--- src/rtl/sobel_pkg.sv ---
// Shared types and constants for the Sobel threshold stage: FSM states,
// default image geometry, pixel widths and the 8-bit magnitude saturator.
package sobel_pkg;

  localparam int PIX_W          = 10;
  localparam int MAG_W          = 8;
  localparam int DEFAULT_SIZE_X = 640;
  localparam int DEFAULT_SIZE_Y = 480;

  typedef enum logic [1:0] {
    IDLE   = 2'd0,
    ACTIVE = 2'd1,
    DONE   = 2'd2
  } state_e;

  // Any bit above the low MAG_W bits means the value exceeds 255.
  function automatic logic [MAG_W-1:0] sat_mag(input logic [PIX_W-1:0] v);
    return (|v[PIX_W-1:MAG_W]) ? {MAG_W{1'b1}} : v[MAG_W-1:0];
  endfunction

endpackage

--- src/rtl/sobel_threshold_if.sv ---
// Pixel-stream bus between the Sobel stage, the threshold block and its sink.
interface sobel_threshold_if #(
  parameter int CNT_W = 20
) ();

  logic                         control;
  logic                         fsync;
  logic [sobel_pkg::PIX_W-1:0]  pin;
  logic [sobel_pkg::MAG_W-1:0]  threshold;
  logic [sobel_pkg::PIX_W-1:0]  pout;
  logic                         pout_valid;
  logic [CNT_W-1:0]             edge_count;
  logic                         frame_done;

  modport master (
    output control, fsync, pin, threshold,
    input  pout, pout_valid, edge_count, frame_done
  );

  modport slave (
    input  control, fsync, pin, threshold,
    output pout, pout_valid, edge_count, frame_done
  );

endinterface

--- src/rtl/sobel_pix_counter.sv ---
// Window-centre x/y coordinate counter with raster wrap, border and
// last-pixel flags for the beat currently being processed.
module sobel_pix_counter #(
  parameter int SIZE_X = sobel_pkg::DEFAULT_SIZE_X,
  parameter int SIZE_Y = sobel_pkg::DEFAULT_SIZE_Y
) (
  input  logic clk,
  input  logic rst_n,
  input  logic start_i,
  input  logic step_i,
  output logic border_o,
  output logic last_o
);

  localparam int XW = (SIZE_X > 1) ? $clog2(SIZE_X) : 1;
  localparam int YW = (SIZE_Y > 1) ? $clog2(SIZE_Y) : 1;

  logic [XW-1:0] x_q, x_d, cur_x;
  logic [YW-1:0] y_q, y_d, cur_y;
  logic          x_end, y_end;

  // A frame-sync beat is pixel (0,0) regardless of where the counter was.
  assign cur_x = start_i ? '0 : x_q;
  assign cur_y = start_i ? '0 : y_q;
  assign x_end = (cur_x == XW'(SIZE_X - 1));
  assign y_end = (cur_y == YW'(SIZE_Y - 1));

  assign border_o = (cur_x == '0) || x_end || (cur_y == '0) || y_end;
  assign last_o   = x_end && y_end;

  // NOTE: every always_comb output gets a default first so no latch is inferred.
  always_comb begin
    x_d = x_q;
    y_d = y_q;
    if (step_i) begin
      if (x_end) begin
        x_d = '0;
        y_d = y_end ? '0 : cur_y + YW'(1);
      end else begin
        x_d = cur_x + XW'(1);
        y_d = cur_y;
      end
    end
  end

  always_ff @(posedge clk) begin
    if (!rst_n) begin
      x_q <= '0;
      y_q <= '0;
    end else begin
      x_q <= x_d;
      y_q <= y_d;
    end
  end

endmodule

--- src/rtl/sobel_threshold.sv ---
// Sobel magnitude threshold stage: border blanking, 8-bit scaling, binary
// edge map and per-frame edge count. Define SOBEL_THR_GRAY_EN to output the
// scaled magnitude on edge pixels instead of 10'h3FF.
module sobel_threshold
  import sobel_pkg::*;
#(
  parameter int SIZE_X = DEFAULT_SIZE_X,
  parameter int SIZE_Y = DEFAULT_SIZE_Y,
  parameter int SHIFT  = 2,
  parameter int CNT_W  = 20
) (
  input  logic            clock,
  input  logic            reset_n,
  sobel_threshold_if.slave bus
);

  state_e             state_q;
  logic               start, process, border, last;
  logic [PIX_W-1:0]   shifted;
  logic [MAG_W-1:0]   mag;

  logic               s1_valid_q, s1_border_q, s1_first_q, s1_last_q;
  logic [MAG_W-1:0]   s1_mag_q, s1_thr_q;

  logic               is_edge;
  logic [PIX_W-1:0]   edge_pix;
  logic [CNT_W-1:0]   cnt_base, cnt_d, run_cnt_q, edge_count_q;
  logic [PIX_W-1:0]   pout_q;
  logic               pout_valid_q, frame_done_q;

  // fsync restarts a frame from any state; plain beats only count while ACTIVE.
  assign start   = bus.control && bus.fsync;
  assign process = bus.control && (bus.fsync || (state_q == ACTIVE));

  sobel_pix_counter #(
    .SIZE_X (SIZE_X),
    .SIZE_Y (SIZE_Y)
  ) u_pix_counter (
    .clk      (clock),
    .rst_n    (reset_n),
    .start_i  (start),
    .step_i   (process),
    .border_o (border),
    .last_o   (last)
  );

  // NOTE: sequential state uses non-blocking assignments only, so every register samples pre-edge values.
  always_ff @(posedge clock) begin
    if (!reset_n) begin
      state_q <= IDLE;
    end else if (process && last) begin
      state_q <= DONE;
    end else if (start) begin
      state_q <= ACTIVE;
    end else if (state_q == DONE) begin
      state_q <= IDLE;
    end
  end

  assign shifted = bus.pin >> SHIFT;
  assign mag     = sat_mag(shifted);

  always_ff @(posedge clock) begin
    if (!reset_n) begin
      s1_valid_q  <= 1'b0;
      s1_border_q <= 1'b0;
      s1_first_q  <= 1'b0;
      s1_last_q   <= 1'b0;
      s1_mag_q    <= '0;
      s1_thr_q    <= '0;
    end else begin
      s1_valid_q <= process;
      if (process) begin
        s1_border_q <= border;
        s1_first_q  <= start;
        s1_last_q   <= last;
        s1_mag_q    <= mag;
        s1_thr_q    <= bus.threshold;
      end
    end
  end

  assign is_edge = s1_valid_q && !s1_border_q && (s1_mag_q >= s1_thr_q);

`ifdef SOBEL_THR_GRAY_EN
  assign edge_pix = {s1_mag_q, 2'b00};
`else
  assign edge_pix = {PIX_W{1'b1}};
`endif

  // The first beat of a frame restarts the count, so beats of an aborted
  // frame still in flight cannot leak into the new one.
  assign cnt_base = s1_first_q ? '0 : run_cnt_q;
  assign cnt_d    = (is_edge && (cnt_base != {CNT_W{1'b1}})) ? cnt_base + CNT_W'(1) : cnt_base;

  always_ff @(posedge clock) begin
    if (!reset_n) begin
      pout_q       <= '0;
      pout_valid_q <= 1'b0;
      frame_done_q <= 1'b0;
      run_cnt_q    <= '0;
      edge_count_q <= '0;
    end else begin
      pout_q       <= is_edge ? edge_pix : '0;
      pout_valid_q <= s1_valid_q;
      frame_done_q <= s1_valid_q && s1_last_q;
      if (s1_valid_q) begin
        run_cnt_q <= cnt_d;
      end
      if (s1_valid_q && s1_last_q) begin
        edge_count_q <= cnt_d;
      end
    end
  end

  assign bus.pout       = pout_q;
  assign bus.pout_valid = pout_valid_q;
  assign bus.edge_count = edge_count_q;
  assign bus.frame_done = frame_done_q;

endmodule

--- src/flat_wrapper.sv ---
// flat-port wrapper written by rule: the top's interface ports become plain ports
module sobel_threshold_flat import sobel_pkg::*;
#(
  parameter int SIZE_X = DEFAULT_SIZE_X,
  parameter int SIZE_Y = DEFAULT_SIZE_Y,
  parameter int SHIFT  = 2,
  parameter int CNT_W  = 20
)
  (clock, reset_n, bus_control, bus_fsync, bus_pin, bus_threshold, bus_pout, bus_pout_valid, bus_edge_count, bus_frame_done);
  sobel_threshold_if #(.CNT_W(CNT_W)) bus_i ();
  input  logic clock;
  input  logic reset_n;
  input wire logic [$bits(bus_i.control)-1:0] bus_control;
  input wire logic [$bits(bus_i.fsync)-1:0] bus_fsync;
  input wire logic [$bits(bus_i.pin)-1:0] bus_pin;
  input wire logic [$bits(bus_i.threshold)-1:0] bus_threshold;
  output wire logic [$bits(bus_i.pout)-1:0] bus_pout;
  output wire logic [$bits(bus_i.pout_valid)-1:0] bus_pout_valid;
  output wire logic [$bits(bus_i.edge_count)-1:0] bus_edge_count;
  output wire logic [$bits(bus_i.frame_done)-1:0] bus_frame_done;
  assign bus_i.control = bus_control;
  assign bus_i.fsync = bus_fsync;
  assign bus_i.pin = bus_pin;
  assign bus_i.threshold = bus_threshold;
  assign bus_pout = bus_i.pout;
  assign bus_pout_valid = bus_i.pout_valid;
  assign bus_edge_count = bus_i.edge_count;
  assign bus_frame_done = bus_i.frame_done;
  sobel_threshold #(.SIZE_X(SIZE_X), .SIZE_Y(SIZE_Y), .SHIFT(SHIFT), .CNT_W(CNT_W)) u_core (.clock(clock), .reset_n(reset_n), .bus(bus_i));
endmodule
--- config.mk ---
export PLATFORM = sky130hd
export DESIGN_NAME = sobel_threshold_flat
export DESIGN_NICKNAME = d
export VERILOG_FILES = /design/src/rtl/sobel_pkg.sv /design/src/rtl/sobel_threshold_if.sv /design/src/rtl/sobel_pix_counter.sv /design/src/rtl/sobel_threshold.sv /design/src/flat_wrapper.sv
export SDC_FILE = /design/constraint.sdc
export NUM_CORES = 1
export LEC_CHECK = 0
export CAP_MARGIN = 20
export CORE_ASPECT_RATIO = 1.1
export CORE_MARGIN = 10
export CORE_UTILIZATION = 61
export DETAILED_ROUTE_END_ITERATION = 8
export GPL_TIMING_DRIVEN = 0
export HOLD_SLACK_MARGIN = 0.03
export PLACE_DENSITY = 0.93
export REMOVE_ABC_BUFFERS = 1
export SLEW_MARGIN = 20
export SYNTH_ARGS = -nofsm -noshare
export SYNTH_HDL_FRONTEND = slang
export SYNTH_SLANG_ARGS = --single-unit
--- constraint.sdc ---
create_clock -name clock -period 6.1 [get_ports clock]
set_input_delay 0.61 -clock clock [delete_from_list [all_inputs] [get_ports clock]]
set_output_delay 0.61 -clock clock [all_outputs]
set_load 0.01 [all_outputs]
* After elaboration in Yosys (flattened, before gate mapping) *
Index checks and enable logic that the tools add are counted.

operators by class
  add/sub/neg operators = 3
  $lt $le $gt $ge = 1
  equality and inequality tests = 5
  multiplexer cells = 11
  bitwise gates (word level) = 1
  reductions and logical operators = 18

operator list
  kind                                           count
  two-way mux 20 bit                             2
  two-way mux 10 bit                             3
  two-way mux 9 bit                              3
  adder 20 x 1 -> 20 bit, second input constant  1
  != test 20 bit, second input constant          1
  adder 10 x 1 -> 10 bit, second input constant  1
  == test 10 bit, second input constant          1
  zero test 10 bit                               1
  adder 9 x 1 -> 9 bit, second input constant    1
  == test 9 bit, second input constant           1
  zero test 9 bit                                1
  >= comparator 8 bit                            1
  logical AND 1 bit                              8
  two-way mux 2 bit                              3
  logical OR 1 bit                               4
  nonzero test 3 bit                             1
  == test 2 x 1 -> 1 bit, second input constant  1
  == test 2 bit, second input constant           1
  nonzero test 2 bit                             1
  OR reduction 2 bit                             1
  zero test 1 bit                                1
  inverter 1 bit                                 1

word-level totals
  bits in registers = 93
  input bits = 22
  output and inout bits = 32
  logic and storage cells = 54

* Depth between registers and ports, before layout *
  word-level depth = 6
  depth in mapped cells = 11

* Cells and area by module *
A second synthesis with hierarchy kept.

unflattened totals
  cells, all modules = 549
  area total of the unflattened synthesis = 4404.2 um^2

modules (own cells, without submodules)
  module             instances  cells each  area an instance (um^2)  sequential area each (um^2)
  sobel_threshold    1          394         3183.1                   1301.2
  sobel_pix_counter  1          155         1221.2                   380.4

* Least setup slack after synthesis *
No wires, ideal clock.

  kind = input to register
  start point = input port bus_control
  end point = register u_core.u_pix_counter.y_q[4]
  library setup time = 0.091 ns
  arrival = 2.560 ns
  slack = 3.450 ns
  stages = 9
  path buffers = 2
  path through = buf_2 -> nand2_1 -> clkbuf_1 -> and2_1 -> ha_1 -> nand3_1 -> nor4_2 -> a41oi_1 -> a311oi_1

on the way
  word-level cells in the longest chain between the ends = 5
  elaborated cells between the ends (all ways) = 9
  those cells by class = add/sub: 1; eq/ne: 2; mux: 4; reduce/logical: 2

RTL lines
  element                                                RTL line                                          text
  start, declared                                        flat_wrapper.sv:13                                input wire logic [$bits(bus_i.control)-1:0] bus_control;
  logical AND 1 bit                                      sobel_threshold.sv:32                             assign start = bus.control && bus.fsync;
  two-way mux 9 bit                                      sobel_pix_counter.sv:24                           assign cur_y = start_i ? '0 : y_q;
  adder 9 x 1 -> 9 bit or == test 9 bit (tied branches)  sobel_pix_counter.sv:38, sobel_pix_counter.sv:26
  two-way mux 9 bit                                      sobel_pix_counter.sv:38                           y_d = y_end ? '0 : cur_y + YW'(1);
  two-way mux 9 bit                                      sobel_pix_counter.sv:36                           if (x_end) begin
  end signal, assigned                                   sobel_pix_counter.sv:52                           y_q <= y_d;
  end, declared                                          sobel_pix_counter.sv:19                           logic [YW-1:0] y_q, y_d, cur_y;

Several ways; a longest one is shown, not always the timed one.
A chain may end at the register's enable or synchronous reset.

* Worst setup path in the final report *
  start point = input port bus_control
  end point = register u_core.u_pix_counter.y_q[1]

The elaborated chain is that of the path after synthesis.

==> metrics.md <==
| Metric | Value |
|---|---|
| FFs w/ async S/R, synth | `0%` |
| Router iterations before antenna repair | `5` |
| Largest cells by area after synthesis | `dfxtp_1, nand2_1, a21oi_1` |
| Share of cells above drive strength 1 | `5.71%` |
| Layout Skew | `approximately 0.0056 ns` |
| CP Data Required Time | `6.37 ns` |
| First-pass GRT wire length | `approximately 21 mm` |
| Post-Place Cells | `703` |
| Initial Util | `62.5%` |
| Crit path DAT | `between 3 and 4 ns` |
| Post CTS Setup Buffer Count | `0` |
| FF+latch area | `1680 sq um` |
| CP Capture Type | `flop` |
| CTS tree | `built` |
| Fmax | `303 MHz` |
| Final Hold Viols | `0` |
| Top cells by count, synth | `nand2_1, dfxtp_1, a21oi_1` |
| WL/cell | `17.2 um` |
| Synthesis-stage register bit count | `84` |
| Mapped Avg Cell Area | `7.89 sq um` |
| Die height | `around 110 um` |
| CP Max Fanout | `18` |
| Hold_buf cts | `0` |
| Slew margin rel. | `about two fifths` |
| Layout fillers | `598` |
| WL met3 | `824 um` |
| Yosys top cell area share | `36.0%` |
| Ports | `54` |
| Critical Path Slowest Stage Cell | `clkdlybuf4s50_1` |
| Die Wd | `103 um` |
| Area grow syn2layout | `15.2%` |
| Initial antenna violation count | `0` |
| Multi-input gate area | `2690 sq um` |
| Vias per inst | `~6.5` |
| Setup tns final | `0 ns` |
| Nets | `644` |
| Starting DRT DRC Count | `309` |
| Non-Filler Instances | `718` |
| Most common cell in the netlist | `nand2_1` |
| H-tree depth | `3` |
| Clk pin slew, worst setup/hold paths | `0.08 ns` |
| Global Route Usage Sum | `a little over a fifth` |
| Std-Cell Rows | `33` |
| Final setup violation count | `0` |
| Yosys warning count | `0` |
| Post-DRT Antenna Nets | `0` |
| Status | `complete, no violations` |
| Cell mode on critical path | `nand2_1` |
| Routed wire length | `12.4 mm` |
| Met1 wire length | `4.89 mm` |
| Post-synthesis sequential area ratio | `36.0%` |
| Netlist Area Pre-Place | `4670 sq um` |
| Hold_ws | `0.456 ns` |
| Vias in the first global route | `about 4400` |
| Vias post-DR | `4693` |
| Post-layout util | `slightly above 70%` |
| Pwr dens | `212 nW/um^2` |
| Maximum vdd drop | `151 uV` |
| Crit path time final | `3.30 ns` |
| DRC | `0` |
| Maximum number of pins on one net before global-route repair | `46` |
| Mapped Cells | `592` |
| Port bufs | `just over 50` |
| Pleak | `1.85 nW` |
| Worst path max stage delay | `between 0.5 and 0.6 ns` |
| Crit Path Category | `in -> reg` |
| CTS-repair resized insts | `0` |
| Unrepaired setup endpoints after global routing | `no` |
| Final slew viol count | `0` |
| Clk sinks | `84` |
| Clock Latency Late Sink | `0.35 ns` |
| Root Driver | `clkbuf_8` |
| Yosys cell types | `68` |
| Met2 Wirelength | `6.37 mm` |
| CP startpoint kind | `input pin` |
| Hpwl dp | `8.68 mm` |
| Global route overflow | `0` |
| Final GP Congestion | `between 0.8 and 0.9` |
| Synth Flop Type | `dfxtp_1` |
| Full die area | `11600 sq um` |
| Crit-path cells | `clkdlybuf4s50_1 -> nand2_1 -> nand2_1 -> inv_1 -> ha_1 -> and3_1 -> nand2_1 -> or3_1 -> a21oi_1` |
| Post-synth EDFFs | `0` |
| Hold Path Class | `reg -> reg` |
| Diodes inserted | `0` |
| Highest routed layer | `met4` |
| Cts bufs inserted | `9` |
| Synth area leader | `dfxtp_1` |
| Worst-Margin Slew | `0.912 ns` |
| Longest Clk Path Bufs | `2` |
| Core ar. | `7470 sq um` |
| Final Cycle Share | `54.2%` |
| Max-Cap Viols | `0` |
-- stage by stage --
step           total power [mW]  worst slack, ns  area (sq um)
5_1_grt                    1.18             2.54          5380
2_1_floorplan             0.632             3.60          4440
3_5_place_dp              0.682             2.52          5150
3_3_place_gp              0.671             1.42          5090
4_1_cts                    1.14             2.89          5380
6_report                   1.14             2.80          5380
-- sequential cells by signal (all words and copies together) (netlist names) --
name,flops
u_core.s1_thr_q,8
u_core.bus.edge_count,20
u_core.s1_mag_q,8
u_core.state_q,2
u_core.bus.frame_done,1
u_core.u_pix_counter.y_q,9
u_core.run_cnt_q,20
u_core.bus.pout_valid,1
u_core.s1_first_q,1
u_core.u_pix_counter.x_q,10
u_core.s1_last_q,1
u_core.bus.pout,1
u_core.s1_border_q,1
u_core.s1_valid_q,1
-- worst max-delay path: cells and delay by family --
family	cells	cell delay [ns]
buffers and inverters	2	0.67
adders and majority gates	1	0.23
AOI/OAI and AO/OA	1	0.15
and+or+nand+nor	5	1.90
-- placed cells by master (no fill, tap or decap), types with 3 or more instances in the layout --
cell type	count
nand2_1	85
nor2b_1	12
inv_1	23
nor4_2	3
o311a_1	3
o21a_1	3
a311oi_1	3
nand3_1	21
or3_1	9
o211ai_1	8
clkbuf_8	9
a21o_1	3
o311ai_0	3
nor3b_1	5
nor2_1	19
and3_1	7
and4_1	8
o31ai_1	7
nor4_1	10
bufinv_16	3
nor3_1	25
nand4_1	20
a21oi_1	39
or4_1	7
clkdlybuf4s50_1	50
o21ai_0	34
ha_1	13
a31o_2	3
a31oi_1	26
o211a_1	3
a41oi_1	3
dfxtp_1	84
and2_1	6
-- power by group --
part           switching [mW]  internal [mW]  leakage [nW]  total [mW]
sequential             0.0103          0.558         0.680       0.568
clock                   0.200          0.271         0.114       0.471
combinational          0.0608         0.0414          1.05       0.102
total                   0.271          0.870          1.85        1.14
-- metal layers --
| metal | vias up | track usage (%) |
|---|---|---|
| met5 | - | 0 |
| met4 | 0 | 8.73 |
| met3 | 31 | 3.77 |
| met2 | 203 | 37.6 |
| met1 | 2225 | 24.5 |
| li1 | 2234 | - |
-- path summary, 6_finish.rpt --
check	startpoint	end	slack, ns	depth (start not counted)
min	u_core.s1_thr_q[2]	u_core.s1_thr_q[2]	0.46	2
max	bus_control	u_core.u_pix_counter.y_q[1]	2.80	9
max reg2reg	u_core.s1_first_q	u_core.bus.edge_count[0]	3.04	7
min reg2reg	u_core.s1_thr_q[2]	u_core.s1_thr_q[2]	0.46	2
-- area by class of cell --
cell class,instances,share of cell area (%)
clock buffer,11,2.44
inverter,25,1.77
sequential,84,31.3
timing repair buffer,53,10.2
multi-input combinational,436,50.1
tap,105,2.44
clock inverter,4,1.84
-- cell families (layout without fill, tap and decap cells) --
family,after synthesis,in the layout,synth area share [%]
and+or+nand+nor,253,253,29.2
AOI/OAI and AO/OA,166,166,23.7
DFF,84,84,36.0
buffers and inverters,72,93,6.83
adders and majority gates,13,13,3.48
xor gates and xnor gates,2,2,0.375
muxes,2,2,0.429
No activity file was read; power rests on OpenSTA's default activity.
